**config.mk**
```make
export PLATFORM = sky130hd
export DESIGN_NAME = mux_arbiter
export DESIGN_NICKNAME = d
export VERILOG_FILES = /design/src/rtl/mux_arb_pkg.sv /design/src/rtl/mux2x1.sv /design/src/rtl/mux_arbiter.sv
export SDC_FILE = /design/constraint.sdc
export NUM_CORES = 1
export LEC_CHECK = 0
export CORE_MARGIN = 4
export CORE_UTILIZATION = 46
export CTS_BUF_LIST = sky130_fd_sc_hd__clkbuf_4 sky130_fd_sc_hd__clkbuf_8
export DETAILED_ROUTE_END_ITERATION = 7
export GPL_ROUTABILITY_DRIVEN = 0
export PLACE_DENSITY = 0.73
export SYNTH_ARGS = -nofsm -noshare
export SYNTH_HDL_FRONTEND = slang
export SYNTH_SLANG_ARGS = --single-unit
```
**constraint.sdc**
```tcl
create_clock -name clk -period 1.4 [get_ports clk]
set_input_delay 0.14 -clock clk [delete_from_list [all_inputs] [get_ports clk]]
set_output_delay 0.14 -clock clk [all_outputs]
set_load 0.01 [all_outputs]
```
**src/rtl/mux_arb_pkg.sv**
```systemverilog
// Shared definitions for the two-requester mux arbiter.
//   state_t      : FSM state encoding (IDLE / GNT_A / GNT_B)
//   SEL_A, SEL_B : shared-mux select codes, also used as the last-grant marker
package mux_arb_pkg;

    typedef enum logic [1:0] {
        IDLE  = 2'd0,
        GNT_A = 2'd1,
        GNT_B = 2'd2
    } state_t;

    localparam logic SEL_A = 1'b0;
    localparam logic SEL_B = 1'b1;

endpackage : mux_arb_pkg

```
**src/rtl/mux2x1.sv**
```systemverilog
// Plain combinational 2:1 multiplexer.
//   sel_i : 0 selects a_i, 1 selects b_i
//   a_i   : input 0 data
//   b_i   : input 1 data
//   y_o   : selected data
module mux2x1 #(
    parameter int WIDTH = 4
) (
    input  logic             sel_i,
    input  logic [WIDTH-1:0] a_i,
    input  logic [WIDTH-1:0] b_i,
    output logic [WIDTH-1:0] y_o
);

    assign y_o = sel_i ? b_i : a_i;

endmodule : mux2x1

```
**src/rtl/mux_arbiter.sv**
```systemverilog
// Two-requester arbiter driving a shared, registered output mux.
// Grants alternate fairly on simultaneous requests, a holder is
// pre-empted after MAX_HOLD consecutive cycles only if the other side waits.
//   clk       : clock, rising edge
//   reset     : asynchronous active-high reset
//   req_a/b   : level-sensitive requests
//   data_a/b  : requester data
//   gnt_a/b   : Moore grants (never both high)
//   sel       : shared-mux select (0 = A, 1 = B), held while idle
//   out_data  : registered mux output
//   out_valid : out_data carries a granted transfer
module mux_arbiter
    import mux_arb_pkg::*;
#(
    parameter int WIDTH    = 4,
    parameter int MAX_HOLD = 4
) (
    input  logic             clk,
    input  logic             reset,
    input  logic             req_a,
    input  logic             req_b,
    input  logic [WIDTH-1:0] data_a,
    input  logic [WIDTH-1:0] data_b,
    output logic             gnt_a,
    output logic             gnt_b,
    output logic             sel,
    output logic [WIDTH-1:0] out_data,
    output logic             out_valid
);

    localparam logic [3:0] HOLD_LAST = 4'(MAX_HOLD - 1);

    state_t           state_q, state_d;
    logic             last_gnt_q, last_gnt_d;
    logic [3:0]       hold_cnt_q, hold_cnt_d;
    logic             sel_q, sel_d;
    logic             gnt_a_q, gnt_b_q;
    logic [WIDTH-1:0] out_data_q;
    logic             out_valid_q;
    logic [WIDTH-1:0] mux_y;

    // Next-state logic. Entering a grant state always records the side,
    // clears the hold counter and moves the select with it.
    always_comb begin
        state_d    = state_q;
        last_gnt_d = last_gnt_q;
        hold_cnt_d = hold_cnt_q;
        sel_d      = sel_q;
        unique case (state_q)
            IDLE: begin
                if (req_a && (!req_b || last_gnt_q == SEL_B)) begin
                    state_d = GNT_A; last_gnt_d = SEL_A; hold_cnt_d = '0; sel_d = SEL_A;
                end else if (req_b) begin
                    state_d = GNT_B; last_gnt_d = SEL_B; hold_cnt_d = '0; sel_d = SEL_B;
                end
            end
            GNT_A: begin
                if (!req_a || (hold_cnt_q == HOLD_LAST && req_b)) begin
                    // Hand over directly when B waits; no idle bubble.
                    if (req_b) begin
                        state_d = GNT_B; last_gnt_d = SEL_B; hold_cnt_d = '0; sel_d = SEL_B;
                    end else begin
                        state_d = IDLE; hold_cnt_d = '0;
                    end
                end else if (hold_cnt_q == HOLD_LAST) begin
                    hold_cnt_d = '0;   // nobody waiting: keep the grant, restart the window
                end else begin
                    hold_cnt_d = hold_cnt_q + 4'd1;
                end
            end
            GNT_B: begin
                if (!req_b || (hold_cnt_q == HOLD_LAST && req_a)) begin
                    if (req_a) begin
                        state_d = GNT_A; last_gnt_d = SEL_A; hold_cnt_d = '0; sel_d = SEL_A;
                    end else begin
                        state_d = IDLE; hold_cnt_d = '0;
                    end
                end else if (hold_cnt_q == HOLD_LAST) begin
                    hold_cnt_d = '0;
                end else begin
                    hold_cnt_d = hold_cnt_q + 4'd1;
                end
            end
            default: begin
                state_d = IDLE; hold_cnt_d = '0;
            end
        endcase
    end

    mux2x1 #(.WIDTH(WIDTH)) u_mux (
        .sel_i (sel_q),
        .a_i   (data_a),
        .b_i   (data_b),
        .y_o   (mux_y)
    );

    // Grants are registered alongside the state so they stay pure Moore outputs.
    always_ff @(posedge clk or posedge reset) begin
        if (reset) begin
            state_q     <= IDLE;
            last_gnt_q  <= SEL_B;   // A wins the first simultaneous request
            hold_cnt_q  <= '0;
            sel_q       <= SEL_A;
            gnt_a_q     <= 1'b0;
            gnt_b_q     <= 1'b0;
            out_data_q  <= '0;
            out_valid_q <= 1'b0;
        end else begin
            state_q     <= state_d;
            last_gnt_q  <= last_gnt_d;
            hold_cnt_q  <= hold_cnt_d;
            sel_q       <= sel_d;
            gnt_a_q     <= (state_d == GNT_A);
            gnt_b_q     <= (state_d == GNT_B);
            out_data_q  <= mux_y;
            out_valid_q <= (gnt_a_q & req_a) | (gnt_b_q & req_b);
        end
    end

    assign gnt_a     = gnt_a_q;
    assign gnt_b     = gnt_b_q;
    assign sel       = sel_q;
    assign out_data  = out_data_q;
    assign out_valid = out_valid_q;

endmodule : mux_arbiter

```
==> impl_metrics.yaml <==
floorplanning:
  boundaryPins: 20
  floorplan.rows: 15
  die_width_um: 51.9
  die-height_um: 51.9
  floorplan.die_area_um2: 2690
  core_um2: 1780
  initial_core_util_pct: 49.7
finish:
  design.final.nets: 148
  final_layout_size_suffix_gt1_share_pct: 41.9
  final_core_occ_pct: 77.1
  n_antenna_cell: 0
  fillers: 112
  syn_to_final_growth_pct: 55.2
routing:
  detail_route.wl_per_cell_um: 14.7
  post-route-drc-count: 0
  antenna_left: 0
  drtPass1Iterations: 4
  via_per_inst: 5.34
  route.final.wire_length_um: 2270
  vias: 823
  dr.first_iter.drc_count: 15
critical_path:
  highest_fanout_seen_on_the_critical_path: 5
  timing.critical_path.slowest_stage_cell: "dfrtp_1"
  crit_path_cell_trace: "ha_4 -> and4bb_2 -> o21ai_1 -> o311a_1 -> nor3b_2"
  r2r_start: "hold_cnt_q[1]$_DFFE_PP0P_"
  critical_path.max_stage_delay_ns: 0.42
  crit_path_start: "hold_cnt_q[1]$_DFFE_PP0P_"
  crit_cells: 5
  timing.critical_path.buf_inv: 0
  worst-endpoint-arrival_ns: 1.78
  critical-path-top-delay-family: "simple AND/OR/NAND/NOR gates"
  setup.worst_path.class: "reg -> reg"
  end_kind: "flop"
  cp-start-kind: "flop"
  r2r_cells: 5
  critPathRequiredTime_ns: 1.61
global_routing:
  antenna_found_initial: 0
  grt_first_pass_wirelength_um: 3570
  groute.layer.met2.usage_pct: 30.1
  top_usage_layer: "met2"
  grt_overflow_total: 0
  global_route.usage.total_pct: 18.0
  grt_pass1_vias: 790
  use_met3_pct: 4.01
  grt_start_max_net_pins: 16
  gr-usage-met1_pct: 21.9
sta:
  drv_slew: 0
  finalWorstPathRequiredPeriod_ns: 1.57
  fin_ws_ns: -0.173
  max_slew.worst_pin.slew_ns: 0.268
  timing.max_slew.rel_slack_pct: 82.1
  hold_violations: 0
  fin_worst_hold_slack_ns: 0.139
  fmax_mhz: 636
  final.setup_skew_ns: 0.00339
  report.final.setup_viol: 10
  finalCritPeriodShare_pct: 112
  rsz0062_at_grt: "yes"
power_and_ir_drop:
  static_leakage_nw: 0.626
  p_per_area_nw_per_um2: 1720
  vdd_drop_max_v: 0.00114
  total_power_mw: 2.36
min_path:
  holdCritPathClass: "in -> async"
cts:
  ctsHtreeMaxLevel: 1
  cts_made_buffers: 3
  cts.sink_count: 15
  cts.root.buffer_cell: "clkbuf_4"
  cts-root-to-sink-buffers: 2
  holdBufCountCts: 0
  tritoncts: "done"
  worstSkewPairLatency_ns: 0.29
  cts.clk_slew.worst_paths_ns: 0.09
yosys:
  synth_seq_cells: 15
  postSynthAreaPerCell_um2: 10.7
  synthesis.instances: 83
  synth_cell_types: 32
  ys_seq_area_share_pct: 42.5
  synthesized_cell_area_um2: 886
  syn-num-nets: 101
  synth_warnings: 0
status:
  run_status: "finished, violations left"
  violations: "negative setup slack"
placed_design:
  detailedPlacementHpwl_um: 1550
  port_buffers: 19
job:
  max-cap-violations: 0
-- worst reg2reg max path, cell delays in order (launching register included) --
cell,delay (ns)
dfrtp_1,0.42
ha_4,0.19
and4bb_2,0.28
o21ai_1,0.16
o311a_1,0.25
nor3b_2,0.21
-- routing by layer --
metal / vias up / routed length, um
li1: 387 / -
met1: 398 / 945
met2: 31 / 1140
met3: 7 / 133
met4: 0 / 48
met5: - / 0
-- synth_stat cells, drive strengths merged --
library cell  instances  area (um2)
a211o                 1        8.76
a211oi                1        12.5
a21o                  1        7.51
a21oi                 3        15.0
a221oi                1        8.76
a22o                  2        17.5
a31oi                 1        6.26
and3b                 1        8.76
and4bb                2        25.0
buf                   2        18.8
dfrtp                14         350
dfstp                 1        26.3
ha                    6        75.1
inv                   8        30.0
mux2                  6        71.3
nand2                 6        22.5
nand2b                2        12.5
nand3                 3        15.0
nor2                  6        22.5
nor2b                 1        6.26
nor3b                 3        27.5
nor4bb                1        10.0
o211ai                1        7.51
o21a                  1        7.51
o21ai                 7        35.0
o311a                 1        10.0
o32ai                 1        27.5
-- power breakdown --
group / internal, mW / switching, mW
clock network: 0.130 / 0.142
registers: 0.581 / 0.0884
logic: 0.797 / 0.622
total: 1.51 / 0.852
-- logic make-up (layout without fill, tap and decap cells) --
family          Yosys count  count (layout)  synth area share [%]
mux                       6               6                  8.05
buf+inv                  10              56                  5.51
compound gates           21              21                  18.5
fa+ha+maj                 6               6                  8.47
flops                    15              15                  42.5
simple gates             25              25                  16.9
-- cells in the final DEF (no fill, tap or decap), types with 3 or more instances in the layout --
| master | n |
|---|---|
| buf_4 | 25 |
| clkdlybuf4s50_1 | 19 |
| dfrtp_1 | 14 |
| inv_1 | 6 |
| nand2_1 | 6 |
| o21ai_1 | 5 |
| mux2_2 | 5 |
| nor2_1 | 4 |
| clkbuf_4 | 4 |
| nand3_1 | 3 |
| nor3b_2 | 3 |
| ha_4 | 3 |
-- repair_timing --
action                     CTS  global route
hold endpoints to repair     0             0
pin swaps                    6             6
setup buffers                4             3
setup endpoints to repair   10            10
resized for setup            8             3
-- metrics by stage --
| step | setup TNS [ns] | area [um2] | instances | worst slack, ns |
|---|---|---|---|---|
| final | -1.28 | 1380 | 154 | -0.173 |
| after floorplan | -0.125 | 906 | 83 | -0.0599 |
| after global placement | -2.24 | 1240 | 143 | -0.289 |
| after global routing | -2.03 | 1380 | 154 | -0.236 |
| after detailed placement | -2.55 | 1240 | 143 | -0.351 |
| after CTS | -1.01 | 1340 | 151 | -0.140 |
-- registers in the layout (all words and copies together) (netlist names) --
register    count
out_data        4
sel             1
state_q         2
out_valid       1
hold_cnt_q      4
gnt_b           1
gnt_a           1
last_gnt_q      1
-- final timing paths --
kind | end | slack (ns)
worst min-delay path | state_q[0]$_DFF_PP0_ | 0.14
min in group clk | out_data[0]$_DFF_PP0_ | 0.46
worst max register to register | gnt_a$_DFF_PP0_ | -0.17
max in group asynchronous | last_gnt_q$_DFFE_PP1P_ | 1.01
worst min register to register | last_gnt_q$_DFFE_PP1P_ | 0.50
worst max-delay path | gnt_a$_DFF_PP0_ | -0.17
-- area by class of cell --
class	instances	area, um2	share of cell area [%]
flip-flops and latches	15	377	27.4
inverters	8	30.0	2.18
repair buffers	44	378	27.5
well taps	25	31.3	2.27
multi-input cells	58	529	38.5
clock buffers	4	30.0	2.18
(Power assumes the default switching activity.)
